**src/rtl/vga_timgen_v2_if.sv**
```systemverilog
// Bus for vga_timgen_v2: enable, pixel tick, programmed timing/polarity
// fields and the generated timing outputs. master = register block side,
// slave = timing generator.
interface vga_timgen_v2_if #(
    parameter int TB_WIDTH  = 10,
    parameter int VB_WIDTH  = 16,
    parameter int CNT_WIDTH = 12
);
    logic                 en_i;
    logic                 pclk_en_i;
    logic [TB_WIDTH-1:0]  hsnsize_i, hbpsize_i, hfpsize_i;
    logic [VB_WIDTH-1:0]  hvlen_i;
    logic [TB_WIDTH-1:0]  vsnsize_i, vbpsize_i, vfpsize_i;
    logic [VB_WIDTH-1:0]  vvlen_i;
    logic                 hspol_i, vspol_i, blpol_i;
    logic [1:0]           mode_i;

    logic                 hsync_o, vsync_o, blank_o, de_o;
    logic [CNT_WIDTH-1:0] x_o, y_o;
    logic                 line_end_o, frame_end_o;
    logic [15:0]          tp_rgb_o;

    modport master (
        output en_i, pclk_en_i,
        output hsnsize_i, hbpsize_i, hfpsize_i, hvlen_i,
        output vsnsize_i, vbpsize_i, vfpsize_i, vvlen_i,
        output hspol_i, vspol_i, blpol_i, mode_i,
        input  hsync_o, vsync_o, blank_o, de_o, x_o, y_o,
        input  line_end_o, frame_end_o, tp_rgb_o
    );

    modport slave (
        input  en_i, pclk_en_i,
        input  hsnsize_i, hbpsize_i, hfpsize_i, hvlen_i,
        input  vsnsize_i, vbpsize_i, vfpsize_i, vvlen_i,
        input  hspol_i, vspol_i, blpol_i, mode_i,
        output hsync_o, vsync_o, blank_o, de_o, x_o, y_o,
        output line_end_o, frame_end_o, tp_rgb_o
    );
endinterface

```
**src/rtl/vga_timgen_v2.sv**
```systemverilog
// vga_timgen_v2: programmable VGA/LCD timing generator (pixel-clock domain).
// Independent H and V phase FSMs (SYNC, BACKPORCH, VISIBLE, FRONTPORCH),
// each with a down-counter reloaded from the next phase's size field.
// All outputs are registered on pixel ticks and describe the tick just taken.
// Optional colour-bar test pattern: define VGA_TESTPAT_EN.
module vga_timgen_v2 #(
    parameter int TB_WIDTH  = 10,
    parameter int VB_WIDTH  = 16,
    parameter int CNT_WIDTH = 12
) (
    input  logic           clk_i,
    input  logic           rst_i,
    vga_timgen_v2_if.slave bus
);
    localparam int SW = (VB_WIDTH > TB_WIDTH) ? VB_WIDTH : TB_WIDTH;
    localparam logic [SW-1:0]        ONE_S = SW'(1);
    localparam logic [CNT_WIDTH-1:0] ONE_C = CNT_WIDTH'(1);

    typedef enum logic [1:0] {
        SYNC       = 2'd0,
        BACKPORCH  = 2'd1,
        VISIBLE    = 2'd2,
        FRONTPORCH = 2'd3
    } phase_t;

    phase_t               h_state, h_next, v_state, v_next;
    logic [SW-1:0]        h_cnt, h_cnt_next, v_cnt, v_cnt_next;
    logic                 tick, h_last, v_last, h_vis, v_vis;
    logic                 line_tick, frame_tick;
    logic [CNT_WIDTH-1:0] h_pix, v_pix, x_q, y_q;
    logic                 hs_q, vs_q, de_q, blank_q, line_end_q, frame_end_q;

    assign tick       = bus.en_i & bus.pclk_en_i;
    assign h_last     = (h_cnt == '0);
    assign v_last     = (v_cnt == '0);
    assign h_vis      = (h_state == VISIBLE);
    assign v_vis      = (v_state == VISIBLE);
    assign line_tick  = tick & (h_state == FRONTPORCH) & h_last;
    assign frame_tick = line_tick & (v_state == FRONTPORCH) & v_last;

    // Phase state registers; a low enable parks both FSMs at SYNC with a zero count
    always_ff @(posedge clk_i or posedge rst_i) begin
        if (rst_i) begin
            h_state <= SYNC;
            h_cnt   <= '0;
            v_state <= SYNC;
            v_cnt   <= '0;
        end else if (!bus.en_i) begin
            h_state <= SYNC;
            h_cnt   <= '0;
            v_state <= SYNC;
            v_cnt   <= '0;
        end else begin
            h_state <= h_next;
            h_cnt   <= h_cnt_next;
            v_state <= v_next;
            v_cnt   <= v_cnt_next;
        end
    end

    // Next phase: advance when the counter has expired and reload it with the
    // size of the phase being entered; V only moves on the last tick of a line
    always_comb begin
        h_next     = h_state;
        h_cnt_next = h_cnt;
        v_next     = v_state;
        v_cnt_next = v_cnt;
        if (tick) begin
            if (h_last) begin
                h_next = phase_t'(h_state + 2'd1);
                case (h_next)
                    SYNC:      h_cnt_next = SW'(bus.hsnsize_i);
                    BACKPORCH: h_cnt_next = SW'(bus.hbpsize_i);
                    VISIBLE:   h_cnt_next = SW'(bus.hvlen_i);
                    default:   h_cnt_next = SW'(bus.hfpsize_i);
                endcase
            end else begin
                h_cnt_next = h_cnt - ONE_S;
            end
        end
        if (line_tick) begin
            if (v_last) begin
                v_next = phase_t'(v_state + 2'd1);
                case (v_next)
                    SYNC:      v_cnt_next = SW'(bus.vsnsize_i);
                    BACKPORCH: v_cnt_next = SW'(bus.vbpsize_i);
                    VISIBLE:   v_cnt_next = SW'(bus.vvlen_i);
                    default:   v_cnt_next = SW'(bus.vfpsize_i);
                endcase
            end else begin
                v_cnt_next = v_cnt - ONE_S;
            end
        end
    end

    // Registered timing flags, coordinates and strobes; strobes last one clk
    always_ff @(posedge clk_i or posedge rst_i) begin
        if (rst_i) begin
            hs_q <= 1'b0; vs_q <= 1'b0; de_q <= 1'b0; blank_q <= 1'b0;
            x_q <= '0; y_q <= '0; h_pix <= '0; v_pix <= '0;
            line_end_q <= 1'b0; frame_end_q <= 1'b0;
        end else if (!bus.en_i) begin
            hs_q <= 1'b0; vs_q <= 1'b0; de_q <= 1'b0; blank_q <= 1'b0;
            x_q <= '0; y_q <= '0; h_pix <= '0; v_pix <= '0;
            line_end_q <= 1'b0; frame_end_q <= 1'b0;
        end else if (tick) begin
            hs_q        <= (h_state == SYNC);
            vs_q        <= (v_state == SYNC);
            de_q        <= h_vis & v_vis;
            blank_q     <= ~(h_vis & v_vis);
            x_q         <= h_vis ? h_pix : '0;
            h_pix       <= h_vis ? h_pix + ONE_C : '0;
            y_q         <= v_vis ? v_pix : '0;
            line_end_q  <= line_tick;
            frame_end_q <= frame_tick;
            if (line_tick)
                v_pix <= v_vis ? v_pix + ONE_C : '0;
        end else begin
            line_end_q  <= 1'b0;
            frame_end_q <= 1'b0;
        end
    end

    assign bus.hsync_o     = hs_q ^ bus.hspol_i;
    assign bus.vsync_o     = vs_q ^ bus.vspol_i;
    assign bus.blank_o     = blank_q ^ bus.blpol_i;
    assign bus.de_o        = de_q;
    assign bus.x_o         = x_q;
    assign bus.y_o         = y_q;
    assign bus.line_end_o  = line_end_q;
    assign bus.frame_end_o = frame_end_q;

`ifdef VGA_TESTPAT_EN
    localparam logic [VB_WIDTH:0] ONE_W = (VB_WIDTH+1)'(1);

    logic [VB_WIDTH:0] bar_w, bar_cnt, w_raw;
    logic [2:0]        bar_idx;
    logic [15:0]       tp_q;

    // Bar colour = sum of the R/G/B component masks of the selected format;
    // bar index bits switch off B (bit0), R (bit1), G (bit2)
    function automatic logic [15:0] bar_rgb(input logic [1:0] mode, input logic [2:0] idx);
        logic [15:0] r, g, b;
        case (mode)
            2'b00:   begin r = 16'h00E0; g = 16'h001C; b = 16'h0003; end
            2'b01:   begin r = 16'h0F00; g = 16'h00F0; b = 16'h000F; end
            2'b10:   begin r = 16'h7C00; g = 16'h03E0; b = 16'h001F; end
            default: begin r = 16'hF800; g = 16'h07E0; b = 16'h001F; end
        endcase
        return (idx[1] ? 16'h0000 : r) | (idx[2] ? 16'h0000 : g) | (idx[0] ? 16'h0000 : b);
    endfunction

    assign w_raw = ({1'b0, bus.hvlen_i} + ONE_W) >> 3;

    // Bar width latched on entry to H VISIBLE; index saturates so the last
    // bar absorbs any remainder
    always_ff @(posedge clk_i or posedge rst_i) begin
        if (rst_i) begin
            bar_w <= ONE_W; bar_cnt <= '0; bar_idx <= '0; tp_q <= '0;
        end else if (!bus.en_i) begin
            bar_w <= ONE_W; bar_cnt <= '0; bar_idx <= '0; tp_q <= '0;
        end else if (tick) begin
            tp_q <= (h_vis & v_vis) ? bar_rgb(bus.mode_i, bar_idx) : 16'h0000;
            if (h_state == BACKPORCH && h_last) begin
                bar_w   <= (w_raw == '0) ? ONE_W : w_raw;
                bar_cnt <= '0;
                bar_idx <= '0;
            end else if (h_vis) begin
                if (bar_cnt == bar_w - ONE_W) begin
                    bar_cnt <= '0;
                    if (bar_idx != 3'd7)
                        bar_idx <= bar_idx + 3'd1;
                end else begin
                    bar_cnt <= bar_cnt + ONE_W;
                end
            end
        end
    end

    assign bus.tp_rgb_o = tp_q;
`else
    logic unused_mode;
    assign unused_mode  = ^bus.mode_i;
    assign bus.tp_rgb_o = 16'h0000;
`endif
endmodule

```
**src/flat_wrapper.sv**
```systemverilog
// flat-port wrapper written by rule: the top's interface ports become plain ports
module vga_timgen_v2_flat 
#(
    parameter int TB_WIDTH  = 10,
    parameter int VB_WIDTH  = 16,
    parameter int CNT_WIDTH = 12
)
  (clk_i, rst_i, bus_en_i, bus_pclk_en_i, bus_hsnsize_i, bus_hbpsize_i, bus_hfpsize_i, bus_hvlen_i, bus_vsnsize_i, bus_vbpsize_i, bus_vfpsize_i, bus_vvlen_i, bus_hspol_i, bus_vspol_i, bus_blpol_i, bus_mode_i, bus_hsync_o, bus_vsync_o, bus_blank_o, bus_de_o, bus_x_o, bus_y_o, bus_line_end_o, bus_frame_end_o, bus_tp_rgb_o);
  vga_timgen_v2_if #(.TB_WIDTH(TB_WIDTH), .VB_WIDTH(VB_WIDTH), .CNT_WIDTH(CNT_WIDTH)) bus_i ();
  input  logic clk_i;
  input  logic rst_i;
  input wire logic [$bits(bus_i.en_i)-1:0] bus_en_i;
  input wire logic [$bits(bus_i.pclk_en_i)-1:0] bus_pclk_en_i;
  input wire logic [$bits(bus_i.hsnsize_i)-1:0] bus_hsnsize_i;
  input wire logic [$bits(bus_i.hbpsize_i)-1:0] bus_hbpsize_i;
  input wire logic [$bits(bus_i.hfpsize_i)-1:0] bus_hfpsize_i;
  input wire logic [$bits(bus_i.hvlen_i)-1:0] bus_hvlen_i;
  input wire logic [$bits(bus_i.vsnsize_i)-1:0] bus_vsnsize_i;
  input wire logic [$bits(bus_i.vbpsize_i)-1:0] bus_vbpsize_i;
  input wire logic [$bits(bus_i.vfpsize_i)-1:0] bus_vfpsize_i;
  input wire logic [$bits(bus_i.vvlen_i)-1:0] bus_vvlen_i;
  input wire logic [$bits(bus_i.hspol_i)-1:0] bus_hspol_i;
  input wire logic [$bits(bus_i.vspol_i)-1:0] bus_vspol_i;
  input wire logic [$bits(bus_i.blpol_i)-1:0] bus_blpol_i;
  input wire logic [$bits(bus_i.mode_i)-1:0] bus_mode_i;
  output wire logic [$bits(bus_i.hsync_o)-1:0] bus_hsync_o;
  output wire logic [$bits(bus_i.vsync_o)-1:0] bus_vsync_o;
  output wire logic [$bits(bus_i.blank_o)-1:0] bus_blank_o;
  output wire logic [$bits(bus_i.de_o)-1:0] bus_de_o;
  output wire logic [$bits(bus_i.x_o)-1:0] bus_x_o;
  output wire logic [$bits(bus_i.y_o)-1:0] bus_y_o;
  output wire logic [$bits(bus_i.line_end_o)-1:0] bus_line_end_o;
  output wire logic [$bits(bus_i.frame_end_o)-1:0] bus_frame_end_o;
  output wire logic [$bits(bus_i.tp_rgb_o)-1:0] bus_tp_rgb_o;
  assign bus_i.en_i = bus_en_i;
  assign bus_i.pclk_en_i = bus_pclk_en_i;
  assign bus_i.hsnsize_i = bus_hsnsize_i;
  assign bus_i.hbpsize_i = bus_hbpsize_i;
  assign bus_i.hfpsize_i = bus_hfpsize_i;
  assign bus_i.hvlen_i = bus_hvlen_i;
  assign bus_i.vsnsize_i = bus_vsnsize_i;
  assign bus_i.vbpsize_i = bus_vbpsize_i;
  assign bus_i.vfpsize_i = bus_vfpsize_i;
  assign bus_i.vvlen_i = bus_vvlen_i;
  assign bus_i.hspol_i = bus_hspol_i;
  assign bus_i.vspol_i = bus_vspol_i;
  assign bus_i.blpol_i = bus_blpol_i;
  assign bus_i.mode_i = bus_mode_i;
  assign bus_hsync_o = bus_i.hsync_o;
  assign bus_vsync_o = bus_i.vsync_o;
  assign bus_blank_o = bus_i.blank_o;
  assign bus_de_o = bus_i.de_o;
  assign bus_x_o = bus_i.x_o;
  assign bus_y_o = bus_i.y_o;
  assign bus_line_end_o = bus_i.line_end_o;
  assign bus_frame_end_o = bus_i.frame_end_o;
  assign bus_tp_rgb_o = bus_i.tp_rgb_o;
  vga_timgen_v2 #(.TB_WIDTH(TB_WIDTH), .VB_WIDTH(VB_WIDTH), .CNT_WIDTH(CNT_WIDTH)) u_core (.clk_i(clk_i), .rst_i(rst_i), .bus(bus_i));
endmodule
```
**config.mk**
```make
export PLATFORM = sky130hd
export DESIGN_NAME = vga_timgen_v2_flat
export DESIGN_NICKNAME = d
export VERILOG_FILES = /design/src/rtl/vga_timgen_v2_if.sv /design/src/rtl/vga_timgen_v2.sv /design/src/flat_wrapper.sv
export SDC_FILE = /design/constraint.sdc
export NUM_CORES = 1
export LEC_CHECK = 0
export CORE_MARGIN = 3
export CORE_UTILIZATION = 31
export DETAILED_ROUTE_END_ITERATION = 7
export GPL_TIMING_DRIVEN = 0
export PLACE_DENSITY = 0.54
export SLEW_MARGIN = 15
export SYNTH_ARGS = -nofsm -noshare
export SYNTH_HDL_FRONTEND = slang
export SYNTH_SLANG_ARGS = --single-unit
```
**constraint.sdc**
```tcl
create_clock -name clk_i -period 3.5 [get_ports clk_i]
set_input_delay 0.525 -clock clk_i [delete_from_list [all_inputs] [get_ports clk_i]]
set_output_delay 0.525 -clock clk_i [all_outputs]
set_load 0.01 [all_outputs]
```
==> summary.txt <==
Timing
  – Period utilization: 0.8344
  – Minimum clock period: approximately 3 ns
  – Least-Margin Pin Slew: ~0.74 ns
  – Clock skew: around 0.0065 ns
  – Max_slew headroom: 0.5070
  – RSZ-0062 raised after global routing: false
  – Setup violations, final: 0
  – Fmax achieved: about 340 MHz
  – WHS: 0.4997 ns
  – Hold Fails Final Rpt: 0
  – Slew Viols, Final: 0
  – Worst setup margin: 0.5795 ns

GRT
  – Initial antenna violation count: 0
  – Met3 Use GR: 0.03897
  – Vias in the first global route: 5,436
  – First-pass GRT wire length: between 20,000 and 30,000 um
  – Gr ovfl total: 0
  – Grt peak-use layer: met2
  – Gr usage total: 0.1824
  – Met2 usage: 0.3040
  – Largest net degree at the start of global routing: 53
  – Global Route met1 Usage: 0.2424

Worst setup path
  – CP peak stage delay: about 0.51 ns
  – Reg2Reg Launch Point: u_core.h_cnt[4]
  – CP Launch Type: register
  – Flop-to-flop setup slack: 0.58 ns
  – Slowest-stage cell, CP: nor3_1
  – Worst-path cell chain: or3_1, nor3_1, clkbuf_1, nand4_1, o21ai_0, a21oi_1
  – Crit path kind: reg -> reg
  – WP data required: 3.73 ns
  – Critical path arrival: around 3.2 ns
  – Reg2reg end: u_core.v_pix[9]
  – Critical Path Sink Type: register
  – Crit-path max FO: 10
  – FF-to-FF path depth: 6

Pwr
  – PwrDens: ~490 nW/um2
  – Leak pwr: about 3.1 nW
  – Worst vdd ir: ~0.41 mV

Placed design
  – Placed Area: between 7000 and 8000 um2
  – DP HPWL: 13,150 um
  – Final Wtd Congestion: between 0.8 and 0.9
  – Placed insts: about 980
  – Dpl ws: between 0.5 and 0.6 ns
  – I/O Buffers: about 130

Drt
  – Iter 0 DRT Violations: a little under 500
  – Total wire length: 17,670 um
  – Via Count: 5,421
  – Vias per inst: 5.459
  – DR WL/cell: 17.80 um
  – Antenna-violating nets left: 0
  – Drc violations: 0
  – First-pass DRT Iterations: 7

Yosys
  – Async SR Flop Fraction: 1.000
  – Number of flops mapped to enable cells by yosys: 0
  – Syn_area_per_cell: slightly below 9 um2
  – Most numerous cell in the Yosys netlist: dfrtp_1
  – Synth top area cells: dfrtp_1 (41%), o21ai_0 (5.4%), a22o_1 (4.5%)
  – Post-Synthesis Cell Area: between 5000 and 6000 um2
  – Synth Instances: 614
  – Top_reg_cell synth: dfrtp_1
  – Synth warn: 0
  – Post-synth top area share: 0.4114
  – Commonest cells post-synth: dfrtp_1 (90), o21ai_0 (59), nand2_1 (58)
  – Sequential share of the synthesized area: 0.4114
  – Yosys reg bits: 90
  – Dominant cell type by area after synthesis: dfrtp_1
  – Unique masters post-synth: 60

Min path
  – Hold_sp: u_core.v_cnt[10]
  – Hold Path End: u_core.v_cnt[10]
  – Hold Crit Depth: 1
  – Min-delay worst type: reg -> reg

CTS
  – CTS H-tree depth: 3
  – TritonCTS clock tree: yes
  – Setup Buffers After CTS: 0
  – Worst-path clk slew: around 0.080 ns
  – CTS buffer count: 9
  – Clk buf depth: 2
  – Hold_buf cts: 0
  – Clock Sinks: 90
  – Worst skew pair latency: 0.36 ns
  – CTS Root Cell: clkbuf_16
  – Post-cts sizing count: 0

Final layout
  – Final core occ: 0.4376
  – Ant diodes: 0
  – FF+latch area: 2252 um2
  – Nets@finish: 884
  – Layout area overhead: 35.38%
  – Final non-filler cell total: 993
  – Area taken by multi-input logic gates: roughly 3000 um2
  – Share of cells above drive strength 1: 0.06598
  – Fillers: ~1,700
  – Final instance area: between 7000 and 8000 um2

Die
  – DIE WIDTH: between 100 and 150 um
  – Die H: between 100 and 150 um
  – Initial core utilization: 0.3232
  – Die ar.: approximately 19,000 um2
  – IO Pins: approximately 150
  – Placeable Area: about 17,000 um2
  – Floorplan row count: 47

Outcome
  – Status: completed

Run
  – MaxCap Viol Count: 0
## final cells by class
class / count / share of cell area
Tap cell: 220 / 0.03714
Clock buffer: 9 / 0.03039
Clock inverter: 7 / 0.01064
Multi-Input combinational cell: 462 / 0.3946
Timing Repair Buffer: 128 / 0.1752
Sequential cell: 90 / 0.3039
Inverter: 20 / 0.01047
Buffer: 57 / 0.03765
## layout by cell type (no fill, tap or decap), drive strengths merged, types with 23 or more instances in the layout
cell type | netlist | layout
nor2 | 39 | 39
buf | 22 | 23
a21oi | 26 | 26
a22o | 28 | 28
o21ai | 60 | 60
clkbuf | 35 | 44
nand3 | 26 | 26
dfrtp | 90 | 90
inv | 19 | 23
clkdlybuf4s50 | 0 | 127
nand2 | 58 | 58
## worst max path at each step
stage,startpoint,end,slack [ns],cells after the start
floorplan,rst_i,u_core.blank_q,0.64,1
global placement,rst_i,u_core.v_cnt[15],-0.94,2
detailed placement,bus_pclk_en_i,u_core.v_pix[8],0.54,7
CTS,u_core.h_cnt[4],u_core.v_pix[9],0.61,6
global route,u_core.v_cnt[9],u_core.v_cnt[6],0.34,6
finish,u_core.h_cnt[4],u_core.v_pix[9],0.58,6
## cell families (layout without fill, tap and decap cells)
kind of cell	Yosys count	in the layout	synth area share
and+or+nand+nor	213	213	0.1982
AOI/OAI and AO/OA	196	196	0.2512
DFF	90	90	0.4114
buffers and inverters	77	221	0.06469
muxes	17	17	0.03154
adders and majority gates	15	15	0.03429
xor gates and xnor gates	5	5	0.008000
other	1	16	0.0006851
## flip-flops by register name, indices dropped and copies added (netlist names)
name and count:
u_core.bus.x_o 12, u_core.hs_q 1, u_core.bus.line_end_o 1, u_core.bus.y_o 12
u_core.vs_q 1, u_core.h_state 2, u_core.bus.frame_end_o 1, u_core.bus.de_o 1
u_core.h_pix 12, u_core.blank_q 1, u_core.v_state 2, u_core.v_cnt 16
u_core.v_pix 12, u_core.h_cnt 16
## per-stage QoR
| stage | TNS (ns) | power (mW) |
|---|---|---|
| 3_3_place_gp | -84.33 | 2.596 |
| 2_1_floorplan | 0 | 2.173 |
| 6_report | 0 | 3.653 |
| 5_1_grt | 0 | 3.880 |
| 4_1_cts | 0 | 3.650 |
| 3_5_place_dp | 0 | 2.618 |
## layer usage
| metal | part of all wire | vias to the layer above |
|---|---|---|
| li1 | - | 2599 |
| met3 | 0.053 | 18 |
| met1 | 0.44 | 2635 |
| met4 | 0.013 | 0 |
| met2 | 0.49 | 169 |
| met5 | 0 | - |
## worst max-delay path, delay by kind of cell (launching register included)
| family | cells | cell delay, ns |
|---|---|---|
| AND/OR/NAND/NOR | 3 | 1.35 |
| buffers and inverters | 1 | 0.47 |
| AO/OA/AOI/OAI | 2 | 0.51 |
| flip-flops | 1 | 0.45 |
## report_power, final
part,switching (mW),internal (mW)
Clock,0.499,0.511
Sequential,0.0976,1.12
Combinational,0.848,0.576
(Power assumes the default switching activity.)
